## src/rtl/spm_sequencer.sv

```systemverilog
// spm_sequencer
//   Control sequencer for a signed serial-parallel multiplier (SPM) cell array.
//   An accepted start request latches both operands, clears the SPM array for one
//   cycle, streams the multiplier LSB-first (sign-extended) for PROD_W cycles while
//   shifting the serial product in, then flags the finished product.
//
// Ports
//   clk            system clock, all state on rising edge
//   rst            asynchronous active-low reset
//   start          one-cycle request pulse, only honoured in IDLE
//   multiplicand   operand Y, captured on accept
//   multiplier     operand X, captured on accept
//   spm_load       one-cycle clear of SPM accumulators/carries
//   spm_shift_en   SPM advances one bit this cycle
//   spm_x_bit      serial multiplier bit for this cycle
//   spm_y          latched multiplicand, stable until the next accept
//   spm_p_bit      serial product bit from the SPM, valid while spm_shift_en=1
//   busy           high in LOAD and SHIFT
//   done           one-cycle pulse when the product becomes valid
//   product_valid  level, set with done, cleared on the next accept
//   product        signed result, held until the next accept
//
// state   | meaning
// --------+---------------------------------------------------------------
// S_IDLE  | waiting for start; product/product_valid hold last result
// S_LOAD  | one-cycle clear of the SPM array, bit counter cleared
// S_SHIFT | PROD_W cycles streaming X bits out and product bits in
// S_DONE  | one-cycle done pulse, then back to idle

module spm_sequencer #(
  parameter int WIDTH  = 8,
  parameter int PROD_W = 2 * WIDTH,
  parameter int CNT_W  = 4
) (
  input  logic              clk,
  input  logic              rst,
  input  logic              start,
  input  logic [WIDTH-1:0]  multiplicand,
  input  logic [WIDTH-1:0]  multiplier,
  output logic              spm_load,
  output logic              spm_shift_en,
  output logic              spm_x_bit,
  output logic [WIDTH-1:0]  spm_y,
  input  logic              spm_p_bit,
  output logic              busy,
  output logic              done,
  output logic              product_valid,
  output logic [PROD_W-1:0] product
);

  typedef enum logic [1:0] {
    S_IDLE  = 2'd0,
    S_LOAD  = 2'd1,
    S_SHIFT = 2'd2,
    S_DONE  = 2'd3
  } state_t;

  localparam logic [CNT_W-1:0] LAST_IDX = CNT_W'(PROD_W - 1);

  state_t           state;
  state_t           state_nxt;
  logic [WIDTH-1:0] xreg;
  logic [CNT_W-1:0] cnt;
  logic             accept;
  logic             zero_op;
  logic             last_bit;

  // A zero operand makes the product trivially zero, so the SPM is skipped.
  assign zero_op  = (multiplier == '0) || (multiplicand == '0);
  assign last_bit = (cnt == LAST_IDX);

  always_ff @(posedge clk or negedge rst) begin
    if (!rst) begin
      state <= S_IDLE;
    end else begin
      state <= state_nxt;
    end
  end

  always_comb begin
    state_nxt    = state;
    accept       = 1'b0;
    spm_load     = 1'b0;
    spm_shift_en = 1'b0;
    spm_x_bit    = 1'b0;
    busy         = 1'b0;
    done         = 1'b0;
    case (state)
      S_IDLE: begin
        if (start) begin
          accept    = 1'b1;
          state_nxt = zero_op ? S_DONE : S_LOAD;
        end
      end
      S_LOAD: begin
        spm_load  = 1'b1;
        busy      = 1'b1;
        state_nxt = S_SHIFT;
      end
      S_SHIFT: begin
        spm_shift_en = 1'b1;
        spm_x_bit    = xreg[0];
        busy         = 1'b1;
        if (last_bit) begin
          state_nxt = S_DONE;
        end
      end
      S_DONE: begin
        done      = 1'b1;
        state_nxt = S_IDLE;
      end
      default: begin
        state_nxt = S_IDLE;
      end
    endcase
  end

  always_ff @(posedge clk or negedge rst) begin
    if (!rst) begin
      xreg          <= '0;
      spm_y         <= '0;
      cnt           <= '0;
      product       <= '0;
      product_valid <= 1'b0;
    end else begin
      if (accept) begin
        xreg    <= multiplier;
        spm_y   <= multiplicand;
        product <= '0;
      end

      if (state == S_LOAD) begin
        cnt <= '0;
      end

      if (state == S_SHIFT) begin
        // Arithmetic shift: once the real bits are used up, the sign bit repeats.
        xreg    <= {xreg[WIDTH-1], xreg[WIDTH-1:1]};
        product <= {spm_p_bit, product[PROD_W-1:1]};
        if (!last_bit) begin
          cnt <= cnt + CNT_W'(1);
        end
      end

      // Raised on entry to DONE so the level is already high alongside done;
      // this also wins over the clear on a fast-path accept.
      if (state_nxt == S_DONE) begin
        product_valid <= 1'b1;
      end else if (accept) begin
        product_valid <= 1'b0;
      end
    end
  end

endmodule
```

## config.mk

```make
export PLATFORM = sky130hd
export DESIGN_NAME = spm_sequencer
export DESIGN_NICKNAME = d
export VERILOG_FILES = /design/src/rtl/spm_sequencer.sv
export SDC_FILE = /design/constraint.sdc
export NUM_CORES = 1
export LEC_CHECK = 0
export BUFFER_PORTS_ARGS = -buffer_cell sky130_fd_sc_hd__buf_2
export CORE_MARGIN = 1.5
export CORE_UTILIZATION = 40
export DETAILED_ROUTE_END_ITERATION = 7
export RECOVER_POWER = 25
export SYNTH_ARGS = -nofsm -noshare
export SYNTH_HDL_FRONTEND = slang
export SYNTH_SLANG_ARGS = --single-unit
```

## constraint.sdc

```tcl
create_clock -name clk -period 1.8 [get_ports clk]
set_clock_uncertainty 0.2 [all_clocks]
set_input_delay 0 -clock clk [delete_from_list [all_inputs] [get_ports clk]]
set_output_delay 0 -clock clk [all_outputs]
set_load 0.02 [all_outputs]
```

==> metrics.cfg, run 1 <==
[status]
status = finished clean

[floorplanning]
io_pins = 50
coreArea_sq_um = 4120
die_y_um = 69.4
initial_core_util_pct = 42.8
die_area_sq_um = 4810
die_w_um = 69.4
rows = 23

[global_routing]
antenna_found_initial = 0
grt_max_degree = 40
grt_pass1_vias = 1578
grt-ovfl-total = 0
grt_util_all_layers_pct = 19.1
grt_pass1_wl_um = 7270

[drt]
drt_iter0_drc = 109
detail_route.first_pass.iterations = 4
vias = 1529
wl_um = 4170
route.detailed.drc = 0
ant_nets = 0
routedWlPerCell_um = 14.0
vias_per_cell = 5.13

[clocking]
clk_path_buf_depth = 2
root_buffer = clkbuf_8
cts_tree = built
worstSkewPairLatency_ns = 0.29
cts.clk_slew.worst_paths_ns = 0.08
numCtsBuffers = 5
htreeDepth = 2
cts.sinks = 39

[layout]
antenna_cells = 0
drive_above_1_share_pct = 31.9
areaGrowthSynthToFinish_pct = 39.8
multi_input_area_sq_um = 752
register_area_sq_um = 977
fin_nets = 274
fill_cells = 362

[sta]
tns_ns = 0
tightest_slew_ns = 0.961
rsz0062_at_grt = false
hold_violations = 0
setup_viol = 0
period_minus_slack_ns = 1.68
slew_headroom_pct = 35.9
timing.hold.ws_ns = 0.250
slew_viol_final = 0
finalCritPeriodShare_pct = 93.6
clock.fmax_mhz = 594

[worst_setup_path]
crit_path_max_incr_delay_ns = 0.45
crit_type = reg2reg
required_ns = 1.76
endpoint_kind = flip-flop
crit_chain = inv_1 > ha_1 > nand2b_1 > o21ai_0 > a21boi_1 > a41oi_2
crit_path_start_kind = flip-flop
cp_slowest_cell = dfrtp_2
cp.arrival_ns = 1.65
worst-path-max-fanout = 8

[placement]
port_buffers = 49
hpwl_um = 2700
gp_congestion = 0.785

[yosys]
ys_ff_latch = 39
syn-instance-count = 173
synth_edf_count = 0
ys.warnings.count = 0
ys.flop_type = dfrtp_1
synth_top_area_share_pct = 55.4
synth_common_cells = nand2_1, dfrtp_1, o21ai_0, mux2_2, mux2i_1
postSynthAreaPerCell_sq_um = 10.2
synth_cell_types = 25
synthesis.nets = 199
synthTopCellsByArea = dfrtp_1, nand2_1, o21ai_0
seq_area_frac_synth_pct = 55.4
netlist_area_sq_um = 1760
synth_top_area_cell = dfrtp_1
yosysMostFrequentCell = nand2_1
ys_async_sr_fraction_pct = 100

[pwr]
powerDensity_nw_per_um2 = 1750
total_leakage_power_uw = 0.00123
finalPower_uw = 4320
ir_drop_uv = 1240

[min_path]
hp-class = in2reg

[flow_run]
cap_viol_max_count = 0

==> kinds of logic after synthesis <==
logic type                 synth area share (%)
muxes                                      9.73
DFF                                        55.4
AOI/OAI and AO/OA                          13.4
and+or+nand+nor                            13.6
adders and majority gates                  4.26
xor gates and xnor gates                  0.497
buffers and inverters                      3.05
==> worst max-delay path: cells and delay by family (launching register included) <==
| kind | cells | cell delay [ns] |
|---|---|---|
| AOI/OAI and AO/OA | 3 | 0.32 |
| buffers and inverters | 1 | 0.12 |
| DFF | 1 | 0.45 |
| and+or+nand+nor | 1 | 0.18 |
| adders and majority gates | 1 | 0.30 |
==> through the flow <==
stage	cell area [sq um]	utilization, %	instances	setup WS (ns)
finish	2460	59.9	298	0.116
detailed placement	2110	51.2	270	0.0409
CTS	2450	59.5	297	0.0172
floorplan	1760	-	173	0.0293
global placement	2110	51.2	270	0.143
global route	2460	59.9	298	0.0316
==> path summary, 6_finish.rpt <==
kind | startpoint | end | slack, ns | depth (start not counted)
min in group asynchronous | rst | spm_y[1] | 0.27 | 3
worst min register to register | xreg[6] | xreg[5] | 0.28 | 2
worst max-delay path | state[1] | product_valid | 0.12 | 6
max in group asynchronous | rst | state[1] | 0.48 | 3
worst max register to register | state[1] | product_valid | 0.12 | 6
worst min-delay path | spm_p_bit | product[15] | 0.25 | 4
==> per-layer routing <==
| layer | global-route usage (%) | vias up | share of wire (%) |
|---|---|---|---|
| met5 | 0 | - | 0 |
| met4 | 9.59 | 0 | 2.3 |
| met3 | 4.94 | 10 | 4.1 |
| met2 | 32.3 | 38 | 50 |
| met1 | 22.4 | 737 | 44 |
| li1 | - | 744 | - |
==> repair_timing <==
| action | CTS | global route |
|---|---|---|
| setup endpoints to repair | 1 | 31 |
| endpoints found under the hold margin | 59 | 0 |
| hold buffers | 19 | 0 |
| buffers inserted | 0 | 1 |
| resized for setup | 3 | 4 |
| gates cloned | 1 | 0 |
==> registers in the layout, summed over array words and instances (netlist names) <==
signal,count
state,2
product,16
xreg,8
product_valid,1
cnt,4
spm_y,8
==> layout by cell type (no fill, tap or decap), drive strengths merged <==
| cell type | n |
|---|---|
| mux2i | 7 |
| bufinv | 1 |
| dlygate4sd3 | 19 |
| or4 | 2 |
| xor2 | 1 |
| nand2 | 43 |
| buf | 56 |
| and3 | 1 |
| nand3 | 3 |
| bufbuf | 1 |
| mux2 | 9 |
| dfrtp | 39 |
| a21o | 1 |
| clkbuf | 7 |
| inv | 4 |
| nand2b | 2 |
| nor2 | 3 |
| ha | 6 |
| a32o | 1 |
| and2 | 1 |
| a31o | 1 |
| o21ai | 30 |
| a21oi | 3 |
| a41oi | 1 |
| a31oi | 1 |
| nor4 | 2 |
| o21a | 2 |
| a21boi | 1 |
==> cell type report <==
class                   count  share of cell area (%)
well taps                  50                    2.54
inverters                   4                   0.609
flip-flops and latches     39                    39.7
repair buffers             77                    22.5
clock buffers               6                    2.95
clock inverters             1                    1.22
multi-input cells         121                    30.5
==> report_power, final <==
part	switching, uW	internal [uW]
registers	253	1250
logic	1180	926
clock network	303	406
No activity file was read; power rests on OpenSTA's default activity.
==> run 2: changes to the inputs <==
--- a/config.mk
+++ b/config.mk
@@ -9,6 +9,7 @@
 export CORE_MARGIN = 1.5
 export CORE_UTILIZATION = 40
 export DETAILED_ROUTE_END_ITERATION = 7
+export GPL_TIMING_DRIVEN = 0
 export RECOVER_POWER = 25
 export SYNTH_ARGS = -nofsm -noshare
 export SYNTH_HDL_FRONTEND = slang
==> constraint.sdc (replaced) <==
create_clock -name clk -period 2.1 [get_ports clk]
set_clock_uncertainty 0.2 [all_clocks]
set_input_delay 0 -clock clk [delete_from_list [all_inputs] [get_ports clk]]
set_output_delay 0 -clock clk [all_outputs]
set_load 0.02 [all_outputs]
==> run 2 against run 1 <==
- final area is 5.4% lower
- clock power shrank 23%
- utilization shrank 3.3 points
- cell count up 0.34%
- combinational power down 27%
- first-iteration DRC count down 43%
- global-route usage fell by 0.80 points
- die area did not move
- count of clock-buffer cells in the layout grew 2
- power decreased by 22%
- highest routed layer unchanged
==> metrics.cfg, run 2 (synthesis gave the netlist of run 1 again) <==
[worst_setup_path]
cp.arrival_ns = 1.72  ; +0.07 ns
cp_slowest_cell = dfrtp_1
crit_type = reg2out
crit_chain = inv_1 > ha_1 > buf_2 > clkbuf_2 > and2_1 > buf_2
crit_path_max_incr_delay_ns = 0.42  ; -0.03 ns
required_ns = 1.90  ; +0.14 ns
crit_path_start_kind = flip-flop
path_common_cell = buf_2
endpoint_kind = output pin
worst-path-max-fanout = 10  ; +2

[sta]
finalCritPeriodShare_pct = 91.7
clock.fmax_mhz = 520
tightest_slew_ns = 0.955  ; -0.00612 ns
slew_headroom_pct = 36.3  ; +0.41 points
hold_violations = 0  ; unchanged
period_minus_slack_ns = 1.92
tns_ns = 0  ; unchanged
setup_viol = 0  ; unchanged
slew_viol_final = 0  ; unchanged
rsz0062_at_grt = false

[pwr]
p_clk_share_pct = 16.3  ; about the same
switching_share_pct = 42.6  ; +2.4 points
seq_power_share_pct = 38.3  ; +3.5 points
ir_drop_uv = 711  ; -43%
switchingPower_uw = 1430  ; -18%
powerDensity_nw_per_um2 = 1440  ; -18%
total_leakage_power_uw = 0.00109  ; -11%
comb_power_share_pct = 45.4  ; -3.4 points
intPower_uw = 1930  ; -25%

[clocking]
cts_tree = built
cts.clk_slew.worst_paths_ns = 0.07  ; about the same
htreeDepth = 2  ; unchanged
cts.sinks = 39  ; unchanged
cts_setup_buffers = 0  ; unchanged
root_buffer = clkbuf_8
clk_path_buf_depth = 2  ; unchanged
numCtsBuffers = 5  ; unchanged
worstSkewPairLatency_ns = 0.29  ; about the same

[layout]
reg_top3 = product (16), spm_y (8), xreg (8)
most-common-layout-cells = nand2_1, dfrtp_1, o21ai_0, clkbuf_1, buf_2
antenna_cells = 0  ; unchanged
drive_above_1_share_pct = 18.9  ; -13 points
areaGrowthSynthToFinish_pct = 32.2
top_register = product
largest_register_ffs = 16  ; unchanged
final_common_cell = nand2_1
fin_nets = 274  ; unchanged
finalNonFillerCells = 299  ; +0.34%

[global_routing]
antenna_found_initial = 0  ; unchanged
grt_max_degree = 40  ; unchanged
met1_usage_pct = 24.1  ; +1.7 points
grt_use_met3_pct = 3.34  ; -1.6 points
grt_pass1_wl_um = 6920  ; -4.7%
grt_util_all_layers_pct = 18.3  ; -0.80 points
busiest_layer = met2
grt-ovfl-total = 0  ; unchanged
grt.met2_usage_pct = 29.5  ; -2.8 points
grt_pass1_vias = 1436  ; -9.0%

[placement]
placed_cells = 272  ; +0.74%
gp_congestion = 0.794  ; +1.2%
hpwl_um = 2640  ; -2.3%
port_buffers = 49  ; unchanged

[drt]
routedWlPerCell_um = 13.5  ; -3.5%
route.detailed.drc = 0  ; unchanged
ant_nets = 0  ; unchanged
drt_iter0_drc = 62  ; -43%
vias = 1485  ; -2.9%
wl_um = 4040  ; -3.2%
detail_route.first_pass.iterations = 4  ; unchanged
vias_per_cell = 4.97  ; -3.2%

[floorplanning]
initial_core_util_pct = 42.8  ; unchanged
die_area_sq_um = 4810  ; unchanged
die_w_um = 69.4  ; unchanged
coreArea_sq_um = 4120  ; unchanged
io_pins = 50  ; unchanged
rows = 23  ; unchanged
die_y_um = 69.4  ; unchanged

[min_path]
hp-class = in2async

[status]
status = finished clean

[flow_run]
cap_viol_max_count = 0  ; unchanged

-- run 2: cell types whose count changed in the layout (fill, tap and decap cells not counted), sizes merged --
cell	delta
bufbuf	-1
buf	-29
bufinv	-1
clkbuf	+32
-- run 2: area by class of cell --
cell class,instances,area [sq um]
buffer,9,40.0
clock buffer,8,100
fill,383,1790
inverter,4,15.0
multi-input combinational,121,732
sequential,39,976
tap,50,62.6
timing repair buffer,68,404
-- run 2: stage by stage --
step                      setup slack [ns]  instance area [sq um]  total power [uW]  hold WS [ns]  utilization (%)
after floorplan                      0.329                   1760              2370        -0.496                -
after global placement               0.207                   2070              2830       -0.0348             50.3
after detailed placement             0.214                   2070              2850       -0.0382             50.3
after CTS                           0.0171                   2360              3430         0.189             57.3
after global routing                0.0110                   2330              3640         0.288             56.6
final                                0.175                   2330              3360         0.187             56.6
-- run 2: final timing paths --
check                           depth (start not counted)        end  slack, ns     start
worst min register to register                          2    xreg[6]       0.28   xreg[7]
worst min-delay path                                    2   spm_y[1]       0.19       rst
max in group asynchronous                               2    xreg[7]       0.91       rst
worst max-delay path                                    6  spm_x_bit       0.18  state[0]
worst max register to register                          5   spm_y[5]       0.21  state[1]
min in group clk                                        2    xreg[6]       0.28   xreg[7]
-- run 2: routing by layer --
| layer | routed length [um] | up-vias |
|---|---|---|
| li1 | - | 741 |
| met1 | 1860 | 708 |
| met2 | 1970 | 28 |
| met3 | 141 | 8 |
| met4 | 74 | 0 |
| met5 | 0 | - |
-- run 2: what timing repair did --
action / 4_1_cts / 5_1_grt
endpoints found under the hold margin: 59 / 0
gates resized for setup: 0 / 2
setup endpoints to repair: 0 / 1
hold buffers: 19 / 0
-- run 2: critical path, delay by kind of cell, from the launching register on --
family	cells	cell delay [ns]
fa+ha+maj	1	0.17
buf+inv	4	0.70
flops	1	0.42
simple gates	1	0.15
-- run 2: power by group through the flow --
| stage | clock (uW) | sequential (uW) | combinational, uW |
|---|---|---|---|
| final | 547 | 1290 | 1530 |
| after detailed placement | 0 | 1290 | 1560 |
| after global routing | 591 | 1340 | 1720 |
| after global placement | 0 | 1290 | 1540 |
| after floorplan | 0 | 1500 | 872 |
| after CTS | 558 | 1280 | 1590 |
